## config.mk

```make
export PLATFORM = sky130hd
export DESIGN_NAME = stack_painter_flat
export DESIGN_NICKNAME = d
export VERILOG_FILES = /design/src/rtl/stack_painter_if.sv /design/src/rtl/stack_painter.sv /design/src/flat_wrapper.sv
export SDC_FILE = /design/constraint.sdc
export NUM_CORES = 1
export LEC_CHECK = 0
export BUFFER_PORTS_ARGS = -buffer_cell sky130_fd_sc_hd__buf_2
export CORE_MARGIN = 2
export CORE_UTILIZATION = 40
export DETAILED_ROUTE_END_ITERATION = 10
export PLACE_DENSITY = 0.6
export RECOVER_POWER = 100
export SYNTH_ARGS = -nofsm -noshare
export SYNTH_HDL_FRONTEND = slang
export SYNTH_SLANG_ARGS = --single-unit
```

## constraint.sdc

```tcl
create_clock -name clk -period 4.1 [get_ports clk]
set_input_delay 0.205 -clock clk [delete_from_list [all_inputs] [get_ports clk]]
set_output_delay 0.205 -clock clk [all_outputs]
set_load 0.02 [all_outputs]
```

## src/rtl/stack_painter_if.sv

```systemverilog
// Bundle between the VGA timing/stack logic and the stack painter.
// master: drives timing and stack description; slave: returns pixel data.
interface stack_painter_if;
    logic        pix_en;
    logic [9:0]  hcount;
    logic [9:0]  vcount;
    logic        video_on;
    logic [9:0]  pos_x;
    logic [9:0]  pos_y;
    logic [9:0]  height;
    logic [31:0] colors;
    logic [7:0]  rgb;
    logic        stack_px;
    logic        frame_ready;

    modport master (
        output pix_en, hcount, vcount, video_on,
        output pos_x, pos_y, height, colors,
        input  rgb, stack_px, frame_ready
    );

    modport slave (
        input  pix_en, hcount, vcount, video_on,
        input  pos_x, pos_y, height, colors,
        output rgb, stack_px, frame_ready
    );
endinterface

```

## src/rtl/stack_painter.sv

```systemverilog
// Stack painter: snapshots the stack once per frame, tracks block rows
// per line and emits rgb/stack_px two pixel ticks after each sample.
// Ports: clk, rst (sync, active high), sp (slave side of stack_painter_if).
module stack_painter #(
    parameter int unsigned BLOCK_W = 150,
    parameter int unsigned BLOCK_H = 20,
    parameter int unsigned V_LATCH = 480,
    parameter logic [7:0]  PAL1    = 8'hE0,
    parameter logic [7:0]  PAL2    = 8'h1C,
    parameter logic [7:0]  PAL3    = 8'hFC
) (
    input  logic            clk,
    input  logic            rst,
    stack_painter_if.slave  sp
);

    localparam int SW = $clog2(BLOCK_H);
    localparam logic [10:0]   BH11    = 11'(BLOCK_H);
    localparam logic [10:0]   BHM1_11 = 11'(BLOCK_H - 1);
    localparam logic [10:0]   BW11    = 11'(BLOCK_W);
    localparam logic [9:0]    VL      = 10'(V_LATCH);
    localparam logic [SW-1:0] SUB_MAX = SW'(BLOCK_H - 1);

    typedef enum logic [1:0] {IDLE, LATCH, DIVIDE, READY} state_t;

    state_t      state_q;
    logic [9:0]  sx_q, sy_q;
    logic [31:0] sc_q;
    logic [5:0]  sh_q;
    logic [10:0] r_q;
    logic [5:0]  q_q;
    logic        frame_ready_q;

    logic [5:0]    idx_q, idx_d;
    logic [SW-1:0] sub_q, sub_d;
    logic          valid_q, valid_d;

    logic       hit1_q;
    logic [1:0] code1_q;
    logic       px_q, px_d;
    logic [7:0] rgb_q, rgb_d;

    logic       line_start, snap;
    logic       row_hit, col_hit;
    logic [1:0] code_d;

    assign line_start = sp.pix_en && (sp.hcount == 10'd0);
    assign snap       = line_start && (sp.vcount == VL);

    // Snapshot plus divider: (sy+BLOCK_H-1) / BLOCK_H by repeated
    // subtraction gives the block index and sub-row seen on line 0.
    always_ff @(posedge clk) begin
        if (rst) begin
            state_q       <= IDLE;
            sx_q          <= '0;
            sy_q          <= '0;
            sc_q          <= '0;
            sh_q          <= '0;
            r_q           <= '0;
            q_q           <= '0;
            frame_ready_q <= 1'b0;
        end else if (snap) begin
            sx_q          <= sp.pos_x;
            sy_q          <= sp.pos_y;
            sc_q          <= sp.colors;
            sh_q          <= (sp.height > 10'd16) ? 6'd16
                                                  : sp.height[5:0];
            state_q       <= LATCH;
            frame_ready_q <= 1'b0;
        end else begin
            unique case (state_q)
                IDLE: ;
                LATCH: begin
                    r_q     <= {1'b0, sy_q} + BHM1_11;
                    q_q     <= '0;
                    state_q <= DIVIDE;
                end
                DIVIDE: begin
                    if (r_q >= BH11) begin
                        r_q <= r_q - BH11;
                        q_q <= q_q + 6'd1;
                    end else begin
                        state_q       <= READY;
                        frame_ready_q <= 1'b1;
                    end
                end
                READY: ;
            endcase
        end
    end

    // Row tracker counts down through sub-rows, stepping to the block
    // below whenever a block's last row has been passed.
    always_comb begin
        idx_d   = idx_q;
        sub_d   = sub_q;
        valid_d = valid_q;
        if (line_start) begin
            if (sp.vcount == 10'd0) begin
                if (state_q == READY) begin
                    idx_d   = q_q;
                    sub_d   = r_q[SW-1:0];
                    valid_d = 1'b1;
                end else begin
                    valid_d = 1'b0;
                end
            end else if (sp.vcount < VL && valid_q) begin
                if (sub_q == '0) begin
                    if (idx_q == '0) begin
                        valid_d = 1'b0;
                    end else begin
                        idx_d = idx_q - 6'd1;
                        sub_d = SUB_MAX;
                    end
                end else begin
                    sub_d = sub_q - 1'b1;
                end
            end
        end
    end

    // Stage 1 uses the tracker's next state so a line's row applies
    // from its hcount==0 sample onward.
    assign row_hit = valid_d && (idx_d < sh_q);
    assign col_hit = ({1'b0, sp.hcount} >= {1'b0, sx_q}) &&
                     ({1'b0, sp.hcount} < ({1'b0, sx_q} + BW11));
    assign code_d  = sc_q[{idx_d[3:0], 1'b0} +: 2];

    always_comb begin
        px_d  = hit1_q && (code1_q != 2'b00);
        rgb_d = 8'h00;
        if (px_d) begin
            unique case (1'b1)
                code1_q == 2'b01: rgb_d = PAL1;
                code1_q == 2'b10: rgb_d = PAL2;
                code1_q == 2'b11: rgb_d = PAL3;
                default:          rgb_d = 8'h00;
            endcase
        end
    end

    always_ff @(posedge clk) begin
        if (rst) begin
            idx_q   <= '0;
            sub_q   <= '0;
            valid_q <= 1'b0;
            hit1_q  <= 1'b0;
            code1_q <= 2'b00;
            px_q    <= 1'b0;
            rgb_q   <= 8'h00;
        end else begin
            idx_q   <= idx_d;
            sub_q   <= sub_d;
            valid_q <= valid_d;
            if (sp.pix_en) begin
                hit1_q  <= row_hit && col_hit && sp.video_on;
                code1_q <= code_d;
                px_q    <= px_d;
                rgb_q   <= rgb_d;
            end
        end
    end

    assign sp.rgb         = rgb_q;
    assign sp.stack_px    = px_q;
    assign sp.frame_ready = frame_ready_q;

endmodule
```

## src/flat_wrapper.sv

```systemverilog
// flat-port wrapper written by rule: the top's interface ports become plain ports
module stack_painter_flat 
#(
    parameter int unsigned BLOCK_W = 150,
    parameter int unsigned BLOCK_H = 20,
    parameter int unsigned V_LATCH = 480,
    parameter logic [7:0]  PAL1    = 8'hE0,
    parameter logic [7:0]  PAL2    = 8'h1C,
    parameter logic [7:0]  PAL3    = 8'hFC
)
  (clk, rst, sp_pix_en, sp_hcount, sp_vcount, sp_video_on, sp_pos_x, sp_pos_y, sp_height, sp_colors, sp_rgb, sp_stack_px, sp_frame_ready);
  stack_painter_if sp_i ();
  input  logic clk;
  input  logic rst;
  input wire logic [$bits(sp_i.pix_en)-1:0] sp_pix_en;
  input wire logic [$bits(sp_i.hcount)-1:0] sp_hcount;
  input wire logic [$bits(sp_i.vcount)-1:0] sp_vcount;
  input wire logic [$bits(sp_i.video_on)-1:0] sp_video_on;
  input wire logic [$bits(sp_i.pos_x)-1:0] sp_pos_x;
  input wire logic [$bits(sp_i.pos_y)-1:0] sp_pos_y;
  input wire logic [$bits(sp_i.height)-1:0] sp_height;
  input wire logic [$bits(sp_i.colors)-1:0] sp_colors;
  output wire logic [$bits(sp_i.rgb)-1:0] sp_rgb;
  output wire logic [$bits(sp_i.stack_px)-1:0] sp_stack_px;
  output wire logic [$bits(sp_i.frame_ready)-1:0] sp_frame_ready;
  assign sp_i.pix_en = sp_pix_en;
  assign sp_i.hcount = sp_hcount;
  assign sp_i.vcount = sp_vcount;
  assign sp_i.video_on = sp_video_on;
  assign sp_i.pos_x = sp_pos_x;
  assign sp_i.pos_y = sp_pos_y;
  assign sp_i.height = sp_height;
  assign sp_i.colors = sp_colors;
  assign sp_rgb = sp_i.rgb;
  assign sp_stack_px = sp_i.stack_px;
  assign sp_frame_ready = sp_i.frame_ready;
  stack_painter #(.BLOCK_W(BLOCK_W), .BLOCK_H(BLOCK_H), .V_LATCH(V_LATCH), .PAL1(PAL1), .PAL2(PAL2), .PAL3(PAL3)) u_core (.clk(clk), .rst(rst), .sp(sp_i));
endmodule
```

# ---- Yosys cells after proc, flatten, opt, wreduce, memory -nomap -nowiden
# Index checks and enable logic that the tools add are counted.
dict set report totals {
  ff_bits 102
  in_bits 86
  out_inout_bits 10
  wordCells 92
}
dict set report op_classes {
  add_sub_neg 6
  order_cmp 6
  eq_ne 12
  shift 1
  n_mux 27
  bitwise_logic 2
  reduce_logical 22
}
# cell count
set op_table {}
lappend op_table {{$mux 6} 8}
lappend op_table {{$shiftx 32x6->2} 1}
lappend op_table {{$mux 5} 5}
lappend op_table {{$pmux 8 s3} 1}
lappend op_table {{$pmux 11 s2} 1}
lappend op_table {{$logic_not 10->1} 2}
lappend op_table {{$pmux 6 s2} 1}
lappend op_table {{$add 10x5->11 const B} 1}
lappend op_table {{$add 10x8->11 const B} 1}
lappend op_table {{$ge 11x5->1 const B} 1}
lappend op_table {{$lt 10x11->1} 1}
lappend op_table {{$mux 11} 1}
lappend op_table {{$sub 11x5->11 const B} 1}
lappend op_table {{$eq 10x9->1 const B} 1}
lappend op_table {{$ge 10x10->1} 1}
lappend op_table {{$gt 10x5->1 const B} 1}
lappend op_table {{$lt 10x9->1 const B} 1}
lappend op_table {{$eq 2x2->1 const B} 4}
lappend op_table {{$logic_and 1x1->1} 8}
lappend op_table {{$mux 8} 1}
lappend op_table {{$mux 1} 7}
lappend op_table {{$add 6x1->6 const B} 1}
lappend op_table {{$logic_not 6->1} 1}
lappend op_table {{$lt 6x6->1} 1}
lappend op_table {{other kinds (16)} 24}

# ---- Longest topological paths before layout
# Gate-level depths: netlist of the first run.
dict set report depth {
  word_depth 10
  mapped_depth 14
  depth_no_buf 14
}

# ---- Worst setup path after synthesis of the first run
# No wires, ideal clock.
dict set report synth_path {
  kind {register to register}
  startpoint {register u_core.sub_q[0]}
  endpoint {register u_core.hit1_q}
  setup_time_ns 0.060
  t_arrival_ns 2.869
  required_ns 4.040
  path_slack_ns 1.171
  path_stages_with_launch 15
  path_buffers 1
  synth_period_minus_slack_ns 2.929
  path_cell_list {dfxtp_1 > inv_1 > ha_1 > or4b_1 > nor4_1 > o2111ai_1 > o211ai_1 > a2bb2oi_2 > buf_6 > ha_1 > a21o_1 > a2111oi_0 > o211ai_1 > a31oi_1 > a32o_1}
}
dict set report synth_between {
  elab_chain_cells 9
  elab_cells_between_ends 13
  classes_between {order compare (1); mux (8); reduce/logical (4)}
}
# item line
set synth_rtl {}
lappend synth_rtl {{start, declared} stack_painter.sv:35} ;# logic [SW-1:0] sub_q, sub_d;
lappend synth_rtl {{start signal, assigned} stack_painter.sv:153} ;# sub_q <= sub_d;
lappend synth_rtl {{$logic_not 5->1} stack_painter.sv:108} ;# if (sub_q == '0) begin
lappend synth_rtl {{$mux 6} stack_painter.sv:108}
lappend synth_rtl {{$mux 6} stack_painter.sv:107} ;# end else if (sp.vcount < VL && valid_q) begin
lappend synth_rtl {{$mux 6} stack_painter.sv:99} ;# if (sp.vcount == 10'd0) begin
lappend synth_rtl {{$mux 6} stack_painter.sv:98} ;# if (line_start) begin
lappend synth_rtl {{named net u_core.idx_d[3]} stack_painter.sv:34} ;# logic [5:0] idx_q, idx_d;
lappend synth_rtl {{$lt 6x6->1} stack_painter.sv:124} ;# assign row_hit = valid_d && (idx_d < sh_q);
lappend synth_rtl {{$logic_and 1x1->1} stack_painter.sv:124}
lappend synth_rtl {{$logic_and 1x1->1 (2 in a row)} stack_painter.sv:156} ;# hit1_q <= row_hit && col_hit && sp.video_on;
lappend synth_rtl {{end signal, assigned} stack_painter.sv:156}
lappend synth_rtl {{end, declared} stack_painter.sv:38} ;# logic hit1_q;
# The timed path passes the listed nets, and every way through them passes these cells.
# A chain may end at the register's enable or synchronous reset.

# ---- Worst setup path after layout of the first run
dict set report layout_path {
  startpoint {register u_core.idx_q[0]}
  endpoint {register u_core.hit1_q}
}
dict set report layout_between {
  elab_chain_cells 10
  elab_cells_between_ends 17
  classes_between {add/sub (1); order compare (1); mux (11); reduce/logical (4)}
}
# item line
set layout_rtl {}
lappend layout_rtl {{start, declared} stack_painter.sv:34}
lappend layout_rtl {{start signal, assigned} stack_painter.sv:152} ;# idx_q <= idx_d;
lappend layout_rtl {{$sub 6x1->6 / $logic_not 6->1 (equally long branches)} {stack_painter.sv:112, stack_painter.sv:109}}
lappend layout_rtl {{$mux 6} stack_painter.sv:109} ;# if (idx_q == '0) begin
lappend layout_rtl {{$mux 6} stack_painter.sv:108}
lappend layout_rtl {{$mux 6} stack_painter.sv:107}
lappend layout_rtl {{$mux 6} stack_painter.sv:99}
lappend layout_rtl {{$mux 6} stack_painter.sv:98}
lappend layout_rtl {{$lt 6x6->1} stack_painter.sv:124}
lappend layout_rtl {{$logic_and 1x1->1 (*)} stack_painter.sv:124}
lappend layout_rtl {{$logic_and 1x1->1 (*) (2 in a row)} stack_painter.sv:156}
# Every way passes the cells marked *; elsewhere a longest branch is shown, timed or not.

==> out/metrics.cfg, run 1 <==
[run_status]
status = finished with violations
failed_checks = max-capacitance violations, max-slew violations

[setup_path]
crit_path_max_incr_delay_ns = 0.65
cp.required_ns = 4.34
crit_top_cell = ha_1
r2r_setup_slack_ns = 0.49
ff2ff_path_depth = 13
slowest_stage = a21oi_1
startpoint_type = register
end_kind = register
rr_endpoint = u_core.hit1_q
path_cells = inv_1 -> ha_1 -> nor3b_1 -> and3_1 -> or3_4 -> a21oi_1 -> a2bb2oi_2 -> ha_1 -> a21o_1 -> a2111oi_0 -> o211ai_1 -> a31oi_1 -> a32o_1
worst-setup-path-type = reg -> reg
r2r_start = u_core.idx_q[0]
cp_max_fo = 11
arrival_ns = 3.84

[die]
die_h_um = 120
ioPinCount = 96
core_um2 = 13200
num_rows = 42
fp.dieW_um = 120
dieArea_um2 = 14500
start_util_pct = 40.8

[timing]
drv_slew = 121
tightest_slew_ns = 2.28
final.setup.tns_ns = 0
setup_violations = 0
period_minus_slack_ns = 3.61
hold_viol_final = 0
fmax_mhz = 277
holdWs_ns = 0.0940
rsz0062_at_grt = false
post-route-period-util_pct = 87.9
skew_ns = 0.00765
relSlewSlack_pct = -52.3

[yosys]
yosys_warnings = 0
synth_top_area_cell = dfxtp_1
yosys.area.top_type_share_pct = 35.5
netlist_instances = 685
yosysSeqAreaShare_pct = 35.5
synth-edff-count = 0
synth_ff_type = dfxtp_1
netlist_area_um2 = 5410
ys_types = 66
syn_area_per_cell_um2 = 7.89
ys_async_sr_fraction_pct = 0
ys_seq_elements = 96
synthTopCellsByArea = dfxtp_1, nand2_1, ha_1

[grt]
grt_pass1_vias = 4614
grt_pass1_wl_mm = 22.1
track_usage_pct = 18.9
antenna_found_initial = 0
grt_max_degree = 56
overflow = 0

[power_and_ir_drop]
p_leak_uw = 0.00235
power_frac_clock_pct = 34.9
power_frac_seq_pct = 43.7
p_sw_uw = 750
switching_share_pct = 32.0
peakVddDrop_mv = 0.185
pwr-share-comb_pct = 21.4
p_per_area_nw_per_um2 = 380
p_int_uw = 1590

[cells_and_area]
n_antenna_cell = 0
layout.cells.most_common_list = nand2_1, dfxtp_1, a21oi_1, buf_2
final_common_cell = nand2_1
drive_gt1_share_pct = 15.3
area_growth_pct = 14.0
nNetsFinal = 875

[clock_network]
htreeDepth = 3
clk_latency_ns = 0.34
path_clk_slew_ns = 0.07
cts_tree = built
clk_path_buf_depth = 2
cts_sinks = 96
numCtsBuffers = 9
post_cts_resized = 0
ctsHoldBuffers = 0
cts-root-buf = clkbuf_16
postCtsSetupRepairBufs = 0

[run]
drv_cap = 3

[detailed_routing]
drcViolationCount = 0
first_pass_iters = 4
drtIter0Drc = 203
ant_nets = 0
viasPerCell = 5.15
wl_per_cell_um = 14.3
wirelength_mm = 13.4
dr_total_vias = 4813

[min_path]
hold_depth = 3
hold_end = u_core.sc_q[21]
timing.hold.worst.class = in -> reg
hp-start = sp_colors[21]

[placed_design]
io_buffers = 93
hpwl_mm = 10.1
place.gp.congestion = 0.848

-- power by group through the flow --
stage / registers, µW / clock network (µW) / logic (µW)
after global placement: 1040 / 0 / 502
after detailed placement: 1040 / 0 / 512
after floorplan: 1040 / 0 / 366
after global routing: 1030 / 875 / 568
final: 1020 / 816 / 502
after CTS: 1020 / 834 / 519
-- synthesized netlist by cell type (all sizes together) (14+ instances only) --
cell and number:
inv 34, nor3 16, nand3 14, mux2i 22, nor2 36, ha 35
nand2 144, dfxtp 96, o21ai 25, clkbuf 22, a21oi 88, buf 19
-- worst max path at each step --
| stage | cells after the start | from | to |
|---|---|---|---|
| global placement | 13 | u_core.sub_q[0] | u_core.hit1_q |
| finish | 13 | u_core.idx_q[0] | u_core.hit1_q |
| detailed placement | 13 | u_core.sub_q[0] | u_core.hit1_q |
| floorplan | 14 | u_core.sub_q[0] | u_core.hit1_q |
| global route | 13 | u_core.idx_q[0] | u_core.hit1_q |
| CTS | 13 | u_core.sub_q[0] | u_core.hit1_q |
-- registers in the layout (all words and copies together), names as in the netlist, 5 cells and up --
register,flops
u_core.sc_q,32
u_core.r_q,11
u_core.sx_q,10
u_core.sy_q,10
u_core.idx_q,6
u_core.q_q,6
u_core.sh_q,6
u_core.sub_q,5
-- per-stage QoR --
stage                     area, µm²  total power (µW)  setup WS (ns)  cells  utilization (%)
after floorplan                5410              1400           1.17    686                -
after global placement         5940              1550          0.940    919             44.9
after detailed placement       5940              1560          0.730    919             44.9
after CTS                      6230              2380          0.679    935             47.0
after global routing           6170              2470          0.244    935             46.6
final                          6170              2340          0.495    935             46.6
-- area by class of cell --
cell class | instances | area, µm²
fillers | 1429 | 7080
multi-input cells | 515 | 3130
flip-flops and latches | 96 | 1920
repair buffers | 98 | 477
clock buffers | 9 | 225
well taps | 176 | 220
inverters | 34 | 128
clock inverters | 7 | 61.3
-- logic make-up (layout without fill, tap and decap cells) --
logic type,count (synthesis),in the layout,share of synthesized area [%]
buffers and inverters,75,148,6.23
and+or+nand+nor,259,259,22.5
DFF,96,96,35.5
adders and majority gates,35,35,8.10
muxes,22,22,4.07
xor gates and xnor gates,20,20,3.24
AOI/OAI and AO/OA,177,177,20.2
other,1,2,0.0694
-- routing by layer --
metal / share of wire (%) / global-route usage [%] / routed length (µm) / vias up
met5: 0 / 0 / 0 / -
met4: 1.6 / 5.96 / 213 / 0
met3: 4.0 / 2.74 / 533 / 13
met2: 45 / 29.9 / 6000 / 86
met1: 50 / 26.6 / 6630 / 2215
li1: - / - / - / 2499
-- worst max-delay path, delay by kind of cell, from the launching register on --
family / cells / cell delay [ns]
compound gates: 7 / 1.86
simple gates: 3 / 0.67
fa+ha+maj: 2 / 0.48
flops: 1 / 0.39
buf+inv: 1 / 0.11
Note: power is estimated with default switching activity, not from simulation.
==> run 2, diff against run 1 <==
--- a/config.mk
+++ b/config.mk
@@ -5,6 +5,7 @@
 export SDC_FILE = /design/constraint.sdc
 export NUM_CORES = 1
 export LEC_CHECK = 0
+export ABC_AREA = 1
 export BUFFER_PORTS_ARGS = -buffer_cell sky130_fd_sc_hd__buf_2
 export CORE_MARGIN = 2
 export CORE_UTILIZATION = 40
==> run 2 against run 1 <==
Register-to-register slack better by 0.83 ns. Sequential cell count unchanged. Sequential share of layout area down 1.3 points. Highest routed layer unchanged. Critical endpoint is now u_core.sy_q[1]. First-iteration DRC count up 32%. The flow now finishes without violations. Critical path type is now in -> reg. Synthesized cell count up 17%. Largest power group unchanged.
==> out/metrics.cfg, run 2 <==
[yosys]
synthTopCellsByArea = dfxtp_1, a21oi_1, inv_1
synth_most_common_cell = inv_1
yosys.area.top_type_share_pct = 34.2  ; -1.3 points
yosysSeqAreaShare_pct = 34.2  ; -1.3 points
yosys_warnings = 0  ; unchanged
netlist_instances = 799  ; +17%
ys_types = 49  ; -26%
synth_ff_type = dfxtp_1
ys_seq_elements = 96  ; unchanged
syn_area_per_cell_um2 = 7.03  ; -11%
ys_async_sr_fraction_pct = 0  ; unchanged
netlist_area_um2 = 5620  ; +3.9%
synth-edff-count = 0  ; unchanged
synth_common_cells = inv_1, dfxtp_1, nand2_1, a21oi_1, o21ai_0
synth_top_area_cell = dfxtp_1

[clock_network]
ctsHoldBuffers = 0  ; unchanged
numCtsBuffers = 9  ; unchanged
postCtsSetupRepairBufs = 0  ; unchanged
clk_path_buf_depth = 2  ; unchanged
clk_latency_ns = 0.35  ; about the same
htreeDepth = 3  ; unchanged
cts_tree = built
cts-root-buf = clkbuf_16
post_cts_resized = 0  ; unchanged
cts_sinks = 96  ; unchanged
path_clk_slew_ns = 0.07  ; about the same

[timing]
hold_viol_final = 0  ; unchanged
drv_slew = 0  ; -100%
fmax_mhz = 323  ; +17%
final.setup.tns_ns = 0  ; unchanged
tightest_slew_ns = 1.37  ; -0.913 ns
post-route-period-util_pct = 75.4  ; -12 points
skew_ns = 0.00641  ; -0.00124 ns
setup_violations = 0  ; unchanged
relSlewSlack_pct = 8.55  ; +61 points
period_minus_slack_ns = 3.09  ; -0.512 ns
rsz0062_at_grt = false

[placed_design]
place.gp.congestion = 0.836  ; -1.4%
io_buffers = 93  ; unchanged
hpwl_mm = 10.8  ; +6.7%
dp.cells = 1047  ; +14%
placed_cell_area_um2 = 6190  ; +4.2%

[detailed_routing]
drtIter0Drc = 268  ; +32%
drcViolationCount = 0  ; unchanged
dr_total_vias = 5302  ; +10%
viasPerCell = 4.99  ; -3.1%
first_pass_iters = 4  ; unchanged
wirelength_mm = 14.2  ; +6.0%
ant_nets = 0  ; unchanged
wl_per_cell_um = 13.3  ; -6.7%

[grt]
grt_pass1_wl_mm = 23.6  ; +6.5%
grt_pass1_vias = 4915  ; +6.5%
grt_max_degree = 58  ; +3.6%
overflow = 0  ; unchanged
antenna_found_initial = 0  ; unchanged
track_usage_pct = 19.9  ; +1.0 points

[setup_path]
arrival_ns = 3.29  ; -0.55 ns
cp.required_ns = 4.30  ; -0.04 ns
cp_max_fo = 57  ; +46
worst-setup-path-type = in -> reg
end_kind = register
startpoint_type = input pin

[min_path]
timing.hold.worst.class = in -> reg

[cells_and_area]
layout.cells.non_filler = 1063  ; +14%
n_antenna_cell = 0  ; unchanged
drive_gt1_share_pct = 13.7  ; -1.6 points
seqCellArea_um2 = 1920  ; unchanged
nFillCells = 1480  ; +3.6%
final_common_cell = inv_1
top_register = u_core.sc_q
layout.cells.most_common_list = inv_1, dfxtp_1, nand2_1, a21oi_1
largest_reg_flops = 32  ; unchanged
nNetsFinal = 999  ; +14%
largestRegisters = u_core.sc_q x32, u_core.r_q x11
final_util_pct = 46.5  ; -0.076 points
multi_input_area_um2 = 3030  ; -3.2%
area_growth_pct = 14.4
final_area_um2 = 6430  ; +4.2%

[run]
drv_cap = 0  ; -3

[run_status]
status = finished, final reports clean

[power_and_ir_drop]
peakVddDrop_mv = 0.178  ; -3.7%
p_leak_uw = 0.00271  ; +16%
p_per_area_nw_per_um2 = 374  ; -1.5%

[die]
fp.dieW_um = 123  ; +1.9%
ioPinCount = 96  ; unchanged
num_rows = 43  ; +2.4%
die_h_um = 123  ; +1.9%
dieArea_um2 = 15000  ; +3.8%
start_util_pct = 40.6  ; -0.19 points
core_um2 = 13800  ; +4.4%

==> run 2: area by class of cell <==
cell class | instances | share of cell area (%)
clock buffer | 11 | 3.62
inverter | 126 | 7.40
tap | 180 | 3.50
multi-input combinational | 546 | 47.2
sequential | 96 | 29.9
clock inverter | 5 | 0.993
timing repair buffer | 99 | 7.42
==> run 2: per-layer routing <==
metal	vias to the layer above	wire length (µm)	track usage, %
li1	2824	-	-
met1	2358	7130	27.8
met2	110	6130	30.1
met3	10	775	4.00
met4	0	141	8.12
met5	-	0	0
==> run 2: report_power, final <==
group | switching, µW | internal (µW) | total [µW]
Combinational | 340 | 176 | 517
Clock | 382 | 480 | 862
Sequential | 36.5 | 989 | 1030
Total | 759 | 1650 | 2400
==> run 2: cells by family (layout without fill, tap and decap cells) <==
group / count (synthesis) / count (layout) / share of synthesized area, %
adders and majority gates: 35 / 35 / 7.79
other: 1 / 2 / 0.0667
DFF: 96 / 96 / 34.2
xor gates and xnor gates: 14 / 14 / 2.18
AOI/OAI and AO/OA: 210 / 210 / 20.5
buffers and inverters: 158 / 241 / 11.5
and+or+nand+nor: 285 / 285 / 23.8
==> run 2: worst max-delay path, stage by stage <==
cell and delay, ns:
clkbuf_1 0.11, nor2_1 0.19, nand4_1 0.12, nor2_2 0.11, clkbuf_1 0.42, inv_1 0.12
nor3_1 0.39, inv_1 0.48, clkbuf_2 0.66, o21ai_0 0.39, a21oi_1 0.06
==> run 2: path summary, 6_finish.rpt <==
path | startpoint | end | slack, ns | cells after the start
setup / recovery | sp_hcount[7] | u_core.sy_q[1] | 1.01 | 11
hold / removal | sp_pos_y[2] | u_core.sy_q[2] | 0.08 | 3
setup reg to reg | u_core.sub_q[0] | u_core.hit1_q | 1.32 | 18
hold reg to reg | u_core.sh_q[5] | u_core.sh_q[5] | 0.45 | 2
==> run 2: metrics by stage <==
stage	hold WS, ns	setup slack (ns)	total power, µW
after floorplan	0.340	1.69	1420
after detailed placement	0.444	1.24	1580
after CTS	0.0739	1.35	2440
final	0.0813	1.01	2400
after global routing	0.0984	0.596	2560
after global placement	0.429	1.33	1580
